===== src/rtl/dmem_log_pkg.sv =====
// Shared types and default sizing for the data-memory store logger.
// The packed entry layout fixes the FIFO word as {addr, data, seq}.
package dmem_log_pkg;

    localparam int LOG_N     = 64;
    localparam int LOG_DEPTH = 16;
    localparam int LOG_SEQW  = 16;

    typedef enum logic [1:0] {
        STREAM = 2'd0,
        DRAIN  = 2'd1,
        DONE   = 2'd2
    } log_state_t;

    typedef struct packed {
        logic [LOG_N-1:0]    addr;
        logic [LOG_N-1:0]    data;
        logic [LOG_SEQW-1:0] seq;
    } log_entry_t;

endpackage


===== src/rtl/log_fifo.sv =====
// Synchronous FIFO of log entries: registered storage, combinational head.
// Push is honoured when full only if a pop happens in the same cycle.
module log_fifo
    import dmem_log_pkg::*;
#(
    parameter int DEPTH = LOG_DEPTH
) (
    input  logic       clk,
    input  logic       reset,
    input  logic       push,
    input  logic       pop,
    input  log_entry_t push_entry,
    output logic       full,
    output logic       empty,
    output log_entry_t head
);

    localparam int AW = $clog2(DEPTH);

    logic [AW-1:0] wr_ptr_q, wr_ptr_d;
    logic [AW-1:0] rd_ptr_q, rd_ptr_d;
    logic [AW:0]   count_q, count_d;
    log_entry_t    mem_q [DEPTH];
    logic          do_push_s;
    logic          do_pop_s;

    assign full  = (count_q == (AW+1)'(DEPTH));
    assign empty = (count_q == (AW+1)'(0));
    assign head  = mem_q[rd_ptr_q];

    // Pointer and occupancy next-state
    always_comb begin
        do_pop_s  = pop && !empty;
        do_push_s = push && (!full || do_pop_s);
        wr_ptr_d  = wr_ptr_q;
        rd_ptr_d  = rd_ptr_q;
        count_d   = count_q;
        if (do_push_s) begin
            wr_ptr_d = wr_ptr_q + AW'(1);
        end else begin
            wr_ptr_d = wr_ptr_q;
        end
        if (do_pop_s) begin
            rd_ptr_d = rd_ptr_q + AW'(1);
        end else begin
            rd_ptr_d = rd_ptr_q;
        end
        case ({do_push_s, do_pop_s})
            2'b10:   count_d = count_q + (AW+1)'(1);
            2'b01:   count_d = count_q - (AW+1)'(1);
            default: count_d = count_q;
        endcase
    end

    // Pointer and occupancy registers
    always_ff @(posedge clk) begin
        if (reset) begin
            wr_ptr_q <= '0;
            rd_ptr_q <= '0;
            count_q  <= '0;
        end else begin
            wr_ptr_q <= wr_ptr_d;
            rd_ptr_q <= rd_ptr_d;
            count_q  <= count_d;
        end
    end

    // Entry storage; contents are only observable through a valid head
    always_ff @(posedge clk) begin
        if (do_push_s) begin
            mem_q[wr_ptr_q] <= push_entry;
        end
    end

endmodule


===== src/rtl/dmem_write_logger.sv =====
// Captures every data-memory store into a FIFO tagged with a sequence number
// and streams it out; dump freezes capture, drains, then flags completion.
module dmem_write_logger
    import dmem_log_pkg::*;
#(
    parameter int N     = LOG_N,
    parameter int DEPTH = LOG_DEPTH,
    parameter int SEQW  = LOG_SEQW
) (
    input  logic            CLOCK_50,
    input  logic            reset,
    input  logic            DM_writeEnable,
    input  logic [N-1:0]    DM_addr,
    input  logic [N-1:0]    DM_writeData,
    input  logic            dump,
    output logic            log_valid,
    input  logic            log_ready,
    output logic [N-1:0]    log_addr,
    output logic [N-1:0]    log_data,
    output logic [SEQW-1:0] log_seq,
    output logic            overflow,
    output logic [SEQW-1:0] drop_count,
    output logic            dump_done
);

    log_state_t      state_q, state_d;
    logic [SEQW-1:0] seq_q, seq_d;
    logic [SEQW-1:0] drop_q, drop_d;
    logic            overflow_q, overflow_d;
    logic            done_q, done_d;

    logic            full_s;
    logic            empty_s;
    logic            pop_s;
    logic            push_s;
    logic            drop_s;
    logic            capture_s;
    log_entry_t      head_s;
    log_entry_t      new_entry_s;

    log_fifo #(.DEPTH(DEPTH)) u_fifo (
        .clk        (CLOCK_50),
        .reset      (reset),
        .push       (push_s),
        .pop        (pop_s),
        .push_entry (new_entry_s),
        .full       (full_s),
        .empty      (empty_s),
        .head       (head_s)
    );

    // The cycle that first samples dump is still in STREAM, so its store is kept
    assign capture_s   = (state_q == STREAM);
    assign log_valid   = !empty_s;
    assign pop_s       = log_valid && log_ready;
    assign push_s      = capture_s && DM_writeEnable && (!full_s || pop_s);
    assign drop_s      = capture_s && DM_writeEnable && full_s && !pop_s;
    assign new_entry_s = '{addr: DM_addr, data: DM_writeData, seq: seq_q};

    // Storage is not reset, so the head is masked until it holds a real entry
    assign log_addr    = log_valid ? head_s.addr : '0;
    assign log_data    = log_valid ? head_s.data : '0;
    assign log_seq     = log_valid ? head_s.seq  : '0;
    assign overflow    = overflow_q;
    assign drop_count  = drop_q;
    assign dump_done   = done_q;

    // FSM next-state, sequence and drop accounting
    always_comb begin
        state_d    = state_q;
        seq_d      = seq_q;
        drop_d     = drop_q;
        overflow_d = overflow_q;
        case (state_q)
            STREAM: begin
                if (dump) begin
                    state_d = DRAIN;
                end else begin
                    state_d = STREAM;
                end
            end
            DRAIN: begin
                if (empty_s && !pop_s) begin
                    state_d = DONE;
                end else begin
                    state_d = DRAIN;
                end
            end
            DONE:    state_d = DONE;
            default: state_d = STREAM;
        endcase
        if (push_s) begin
            seq_d = seq_q + SEQW'(1);
        end else begin
            seq_d = seq_q;
        end
        if (drop_s && (drop_q != {SEQW{1'b1}})) begin
            drop_d = drop_q + SEQW'(1);
        end else begin
            drop_d = drop_q;
        end
        overflow_d = overflow_q | drop_s;
        done_d     = (state_d == DONE);
    end

    // Control registers
    always_ff @(posedge CLOCK_50) begin
        if (reset) begin
            state_q    <= STREAM;
            seq_q      <= '0;
            drop_q     <= '0;
            overflow_q <= 1'b0;
            done_q     <= 1'b0;
        end else begin
            state_q    <= state_d;
            seq_q      <= seq_d;
            drop_q     <= drop_d;
            overflow_q <= overflow_d;
            done_q     <= done_d;
        end
    end

endmodule

===== config.mk =====
export PLATFORM = sky130hd
export DESIGN_NAME = dmem_write_logger
export DESIGN_NICKNAME = d
export VERILOG_FILES = /design/src/rtl/dmem_log_pkg.sv /design/src/rtl/log_fifo.sv /design/src/rtl/dmem_write_logger.sv
export SDC_FILE = /design/constraint.sdc
export NUM_CORES = 2
export LEC_CHECK = 0
export ABC_AREA = 1
export BUFFER_PORTS_ARGS = -buffer_cell sky130_fd_sc_hd__buf_2
export CAP_MARGIN = 15
export CORE_UTILIZATION = 40
export CTS_CLUSTER_SIZE = 24
export DETAILED_ROUTE_END_ITERATION = 7
export GPL_TIMING_DRIVEN = 0
export REMOVE_ABC_BUFFERS = 1
export SYNTH_ARGS = -nofsm -noshare
export SYNTH_HDL_FRONTEND = slang
export SYNTH_HIERARCHICAL = 1
export SYNTH_SLANG_ARGS = --single-unit

===== constraint.sdc =====
create_clock -name CLOCK_50 -period 12 [get_ports CLOCK_50]
set_input_delay 1.8 -clock CLOCK_50 [delete_from_list [all_inputs] [get_ports CLOCK_50]]
set_output_delay 1.8 -clock CLOCK_50 [all_outputs]
set_load 0.05 [all_outputs]

== Word-level counts from Yosys, hierarchy flattened ==
Memories as Yosys holds them, arrays and structs flattened. A register that Yosys moved wholly into a read port is not among the register bits.
Index checks and enable logic that the tools add are counted.

* Register bits: 49
* Word-level logic and storage cells: 51
* RAM bits: 2304
* Memories kept: 1
* Input bits: 133
* Output and inout port bits: 163

* Eq/ne operators: 7
* Add/subtract/negate cells: 6
* Muxes and demuxes: 11
* Reduce and logical (&&, ||, !) cells: 17
* Bitwise operators: 1

{| class="wikitable"
|+ Memory list
! name !! words !! bits a word !! read ports !! clocked after Yosys merged registers in !! wr ports !! RTL line !! RTL
|-
| u_fifo.mem_q || 16 || 144 || 1 || 1 || 1 || log_fifo.sv:23 || <nowiki>log_entry_t mem_q [DEPTH];</nowiki>
|}

{| class="wikitable"
|+ Operator list
! kind !! number
|-
| 2-to-1 mux 64 bit || 2
|-
| adder 16 x 1 -> 16 bit (second input constant) || 2
|-
| 2-to-1 mux 16 bit || 1
|-
| inequality test 16 bit (second input constant) || 1
|-
| one-hot mux 5 bit (2 select lines) || 1
|-
| logical AND 1 bit || 9
|-
| adder 4 x 1 -> 4 bit (second input constant) || 2
|-
| 2-to-1 mux 4 bit || 2
|-
| == test 2 bit (second input constant) || 3
|-
| one-hot mux 2 bit (3 select lines) || 1
|-
| adder 5 x 1 -> 5 bit (second input constant) || 1
|-
| == test 5 bit (second input constant) || 1
|-
| zero test 5 bit || 1
|-
| subtractor 5 x 1 -> 5 bit (second input constant) || 1
|-
| == test 2 x 1 -> 1 bit (second input constant) || 2
|-
| zero test 1 bit || 3
|-
| 2-to-1 mux 1 bit || 3
|-
| zero test 2 bit || 1
|-
| logical OR 1 bit || 2
|-
| 2-to-1 mux 2 bit || 1
|-
| nonzero test 2 bit || 1
|-
| bitwise OR 1 bit || 1
|}

== Depth between registers and ports, before layout ==
* Word-level depth: 8
* Gate-level depth with buffers: 18
* Depth with buffers taken out: 18

== Cells and area by module ==
Netlist, hierarchy kept.

{| class="wikitable"
|+ Modules (own cells, without submodules)
! module !! instances !! cells an instance !! area each (um^2) !! seq. area each (um^2)
|-
| log_fifo || 1 || 6725 || 90411.7 || 69526.7
|-
| dmem_write_logger || 1 || 609 || 3193.1 || 720.7
|}

== Least setup slack after synthesis ==
Ideal clock, no wire load.

* Kind: input-to-reg
* From: in log_ready
* To: mem u_fifo/mem_q[11][0] (netlist name), enable pin
* Arrival time: 8.725 ns
* Stages on the path: 8
* Path slack: 2.626 ns
* Setup time: 0.650 ns
* Required time: 11.350 ns
* Path buffers: 0
* Path through: nand2_2 > nand2_4 > clkinv_2 > nor2_4 > o21ai_0 > inv_1 > nand3_1 > nor2_1

* Longest elaborated chain between the ends: 6
* Elaborated cells on any way between the ends: 8
* Classes of those cells: 2 x mux; 6 x reduce/logical

{| class="wikitable"
|+ RTL lines
! item !! RTL line !! RTL
|-
| from (decl) || dmem_write_logger.sv:17 || <nowiki>input logic log_ready,</nowiki>
|-
| logical AND 1 bit || dmem_write_logger.sv:55 || <nowiki>assign pop_s = log_valid && log_ready;</nowiki>
|-
| logical OR 1 bit || dmem_write_logger.sv:56 || <nowiki>assign push_s = capture_s && DM_writeEnable && (!full_s || pop_s);</nowiki>
|-
| logical AND 1 bit || dmem_write_logger.sv:56 ||
|-
| named net push_s || dmem_write_logger.sv:35 || <nowiki>logic push_s;</nowiki>
|-
| logical AND 1 bit || log_fifo.sv:34 || <nowiki>do_push_s = push && (!full || do_pop_s);</nowiki>
|-
| 2-to-1 mux 1 bit || log_fifo.sv:70 || <nowiki>if (do_push_s) begin</nowiki>
|-
| 2-to-1 mux 1 bit (implied by the code) || log_fifo.sv:71 || <nowiki>mem_q[wr_ptr_q] <= push_entry;</nowiki>
|-
| to (decl) || log_fifo.sv:23 ||
|}

The timed path passes the listed nets, and every way through them passes these cells.

==> results.txt <==
Top cell type's share of synthesized area: 73.9%
GP Congestion: 0.710
Drt first pass iters: 5
Mapped Area: 93600 um^2
CP Data Required Time: 10.20 ns
Tmin final: 7.07 ns
Slew of the pin with the lowest slew margin: 0.991 ns
Number of vias per cell: 5.52
P per Cell Area: 233 nW/um^2
Clock buffer depth: 3
CP max stage cell: inv_8
Distinct cells, synth: 36
Worst R2R Setup Slack: 7.19 ns
Kind of critical path: reg2out
Finished Cell Area: 109000 um^2
Sink Count: 2357
Slew headroom: 33.8%
Synth area leader: edfxtp_1
DRC errors left: 0
Post-synth EDFFs: 2304
First-pass GRT wire length: 370 mm
Skew-Pair Late Insertion Delay: 0.86 ns
Crit path DAT: 5.27 ns
CP delay by family, top: buffers and inverters
CTS Hold Bufs: 0
Synthesized flop and latch total: 2357
RSZ-0062 raised after global routing: false
Port buffer count: 295
Area after DPL: 101000 um^2
Ys Warns: 6
Post-synthesis sequential area ratio: 75.0%
Cell count along the critical path: 14
Vias in the first global route: 58.1k
GRT Util Overall: 20.8%
Worst path bufs/invs: 7
Initial Util: 40.3%
Final setup fails: 0
R2R Path Start: u_fifo/count_q[1]
Core Rows: 177
Fin crit share: 58.9%
Maximum clock rate: 142 MHz
CP Launch Type: flop
Number of CTS-inserted buffers: 233
Most instantiated cells after synthesis: 2304 x edfxtp_1, 1679 x nor2_1, 1121 x o21ai_0, 480 x nand2_1, 304 x o211ai_1
Layout cell share with drive strength beyond 1: 11.3%
Nets: 7691
Crit path capture type: output port
CP Cell Sequence: buf_16, buf_16, inv_8, buf_16, buf_16, nor2_1, nor2_1, o21ai_0, o211ai_1, nand3_1, nand2_1, inv_1, nor2_1, buf_2
Post-Route WL: 251 mm
Max Transition Viols Final: 0
Die Y: 486 um
Iteration-0 DRC Markers: 5517
Clk_skew: 0.0237 ns
Syn Area/Cell: 12.8 um^2
Die X: 486 um
Clock root cell: clkbuf_16
Post-CTS Setup Inserts: 0
Main flop type after synthesis: edfxtp_1
Ports: 296
Vias: 59.6k
Core area: 233000 um^2
Max-cap violations: 0
Initial antenna violation count: 58
Hold_ws: 0.477 ns
Synth-to-layout area growth: 16.2%
Most common cell in the netlist: edfxtp_1
Die ar.: 236000 um^2
WHS Path Cells: 2
Utilization after layout: 46.8%
DR WL/cell: 23.2 um
Worst path most repeated cell: buf_16
Design Power: 0.0254 W
Lkg Pwr: 36.3 nW
Max IR drop VDD: 0.243 mV
Status: finished, final reports clean
# resized after CTS: 0
Worst min path class: reg2reg
# fillers: 20.2k
Gr ovfl total: 0
Hpwl dp: 139 mm
Post-Syn Instances: 7334
Routed Antenna Nets: 0
Largest net degree at the start of global routing: 148
Critical Path Fanout Max: 145
Ys async rst share: 0%
Clock transition at path regs: 0.06 ns
R2R depth: 16
End of the critical path: log_addr[3]
R2r endpoint: u_fifo/mem_q[8][65]
Final Hold Viols: 0
H-tree depth: 4
Crit-path max cell delay: 0.66 ns
TritonCTS clock tree: yes
Top area cells in the synthesized netlist: edfxtp_1 74%, nor2_1 6.7%, o21ai_0 6.0%
[power by group]
part	leakage [nW]	switching, W	internal [W]	total, W
Combinational	11.3	0.00639	0.00218	0.00856
Clock	3.80	0.00310	0.00426	0.00736
Sequential	21.3	0.000119	0.00934	0.00946
Total	36.3	0.00960	0.0158	0.0254
[cells by family (layout without fill, tap and decap cells)]
group | Yosys count | after routing | synth area share [%]
and+or+nand+nor | 2464 | 2464 | 10.4
DFF | 2357 | 2357 | 75.0
AOI/OAI and AO/OA | 1787 | 1787 | 11.1
buffers and inverters | 708 | 1122 | 3.18
adders and majority gates | 11 | 11 | 0.155
xor gates and xnor gates | 7 | 7 | 0.0655
other | 0 | 19 | 0
[through the flow]
stage / setup TNS (ns) / worst slack, ns / instances
floorplan: -7167.68 / -49.94 / 6837
global placement: - / -153.10 / 10200
detailed placement: 0 / 5.91 / 10400
CTS: 0 / 4.94 / 10800
global route: 0 / 4.72 / 10800
finish: 0 / 4.93 / 10800
[flip-flops by register name, indices dropped and copies added, names as in the netlist, named ones only]
name and flops:
u_fifo/wr_ptr_q 4, state_q 2, overflow 1, dump_done 1, seq_q 16, u_fifo/mem_q 2304
u_fifo/rd_ptr_q 4, u_fifo/count_q 5, drop_count 16
[worst reg2reg max path, delay by kind of cell, from the launching register on]
family	cells	cell delay [ns]
AND/OR/NAND/NOR	7	1.96
buffers and inverters	8	1.72
flip-flops	1	0.40
AO/OA/AOI/OAI	1	0.36
[area by class of cell]
class                           instances  area [um^2]  share of cell area, %
Multi-Input combinational cell       4269        20500                   18.8
Clock buffer                          278         6090                   5.60
Sequential cell                      2357        70300                   64.6
Inverter                              211          832                  0.765
Clock inverter                        158         1650                   1.52
Timing Repair Buffer                  475         5580                   5.13
Tap cell                             3043         3810                   3.50
Antenna cell                           19         47.5                 0.0437
[cell usage in the layout (no fill, tap or decap), types with 3 or more instances in the layout]
master | synthesis | routed
clkinv_1 | 0 | 53
nor2_4 | 7 | 23
nand2_4 | 5 | 5
inv_8 | 0 | 5
nand2_1 | 480 | 480
nand3_1 | 265 | 265
o22ai_1 | 116 | 116
clkbuf_16 | 0 | 235
nand2_2 | 3 | 3
edfxtp_1 | 2304 | 2304
o221ai_1 | 145 | 145
o21ai_1 | 63 | 63
clkinv_4 | 0 | 3
nor2_2 | 5 | 5
o21ai_0 | 1121 | 1121
xor2_1 | 5 | 5
a21oi_1 | 35 | 35
nor2_1 | 1679 | 1663
inv_16 | 0 | 3
clkinvlp_4 | 0 | 6
dfxtp_1 | 53 | 49
inv_2 | 9 | 5
buf_16 | 0 | 67
nor3_1 | 7 | 7
o211ai_1 | 304 | 304
buf_2 | 141 | 295
buf_12 | 0 | 113
clkinv_2 | 2 | 52
diode_2 | 0 | 19
bufinv_16 | 0 | 30
ha_1 | 10 | 10
clkbuf_8 | 0 | 5
inv_1 | 200 | 199
clkbuf_1 | 291 | 38
dfxtp_4 | 0 | 4
inv_6 | 0 | 9
nand4_1 | 7 | 7
[layer usage]
layer	track usage [%]	vias up	part of all wire (%)
met3	3.21	427	6.7
li1	-	27200	-
met5	0	-	0.075
met4	5.96	34	2.3
met1	28.8	29900	44
met2	33.9	2081	47
[worst min-delay path by stage]
| stage | from | endpoint | slack [ns] |
|---|---|---|---|
| 6_report | overflow | overflow | 0.48 |
| 5_1_grt | overflow | overflow | 0.50 |
| 4_1_cts | overflow | overflow | 0.48 |
| 3_5_place_dp | overflow | overflow | 0.46 |
| 3_3_place_gp | overflow | overflow | 0.45 |
| 2_1_floorplan | u_fifo/rd_ptr_q[2] | flop | 0.45 |
No activity file was read; power rests on OpenSTA's default activity.
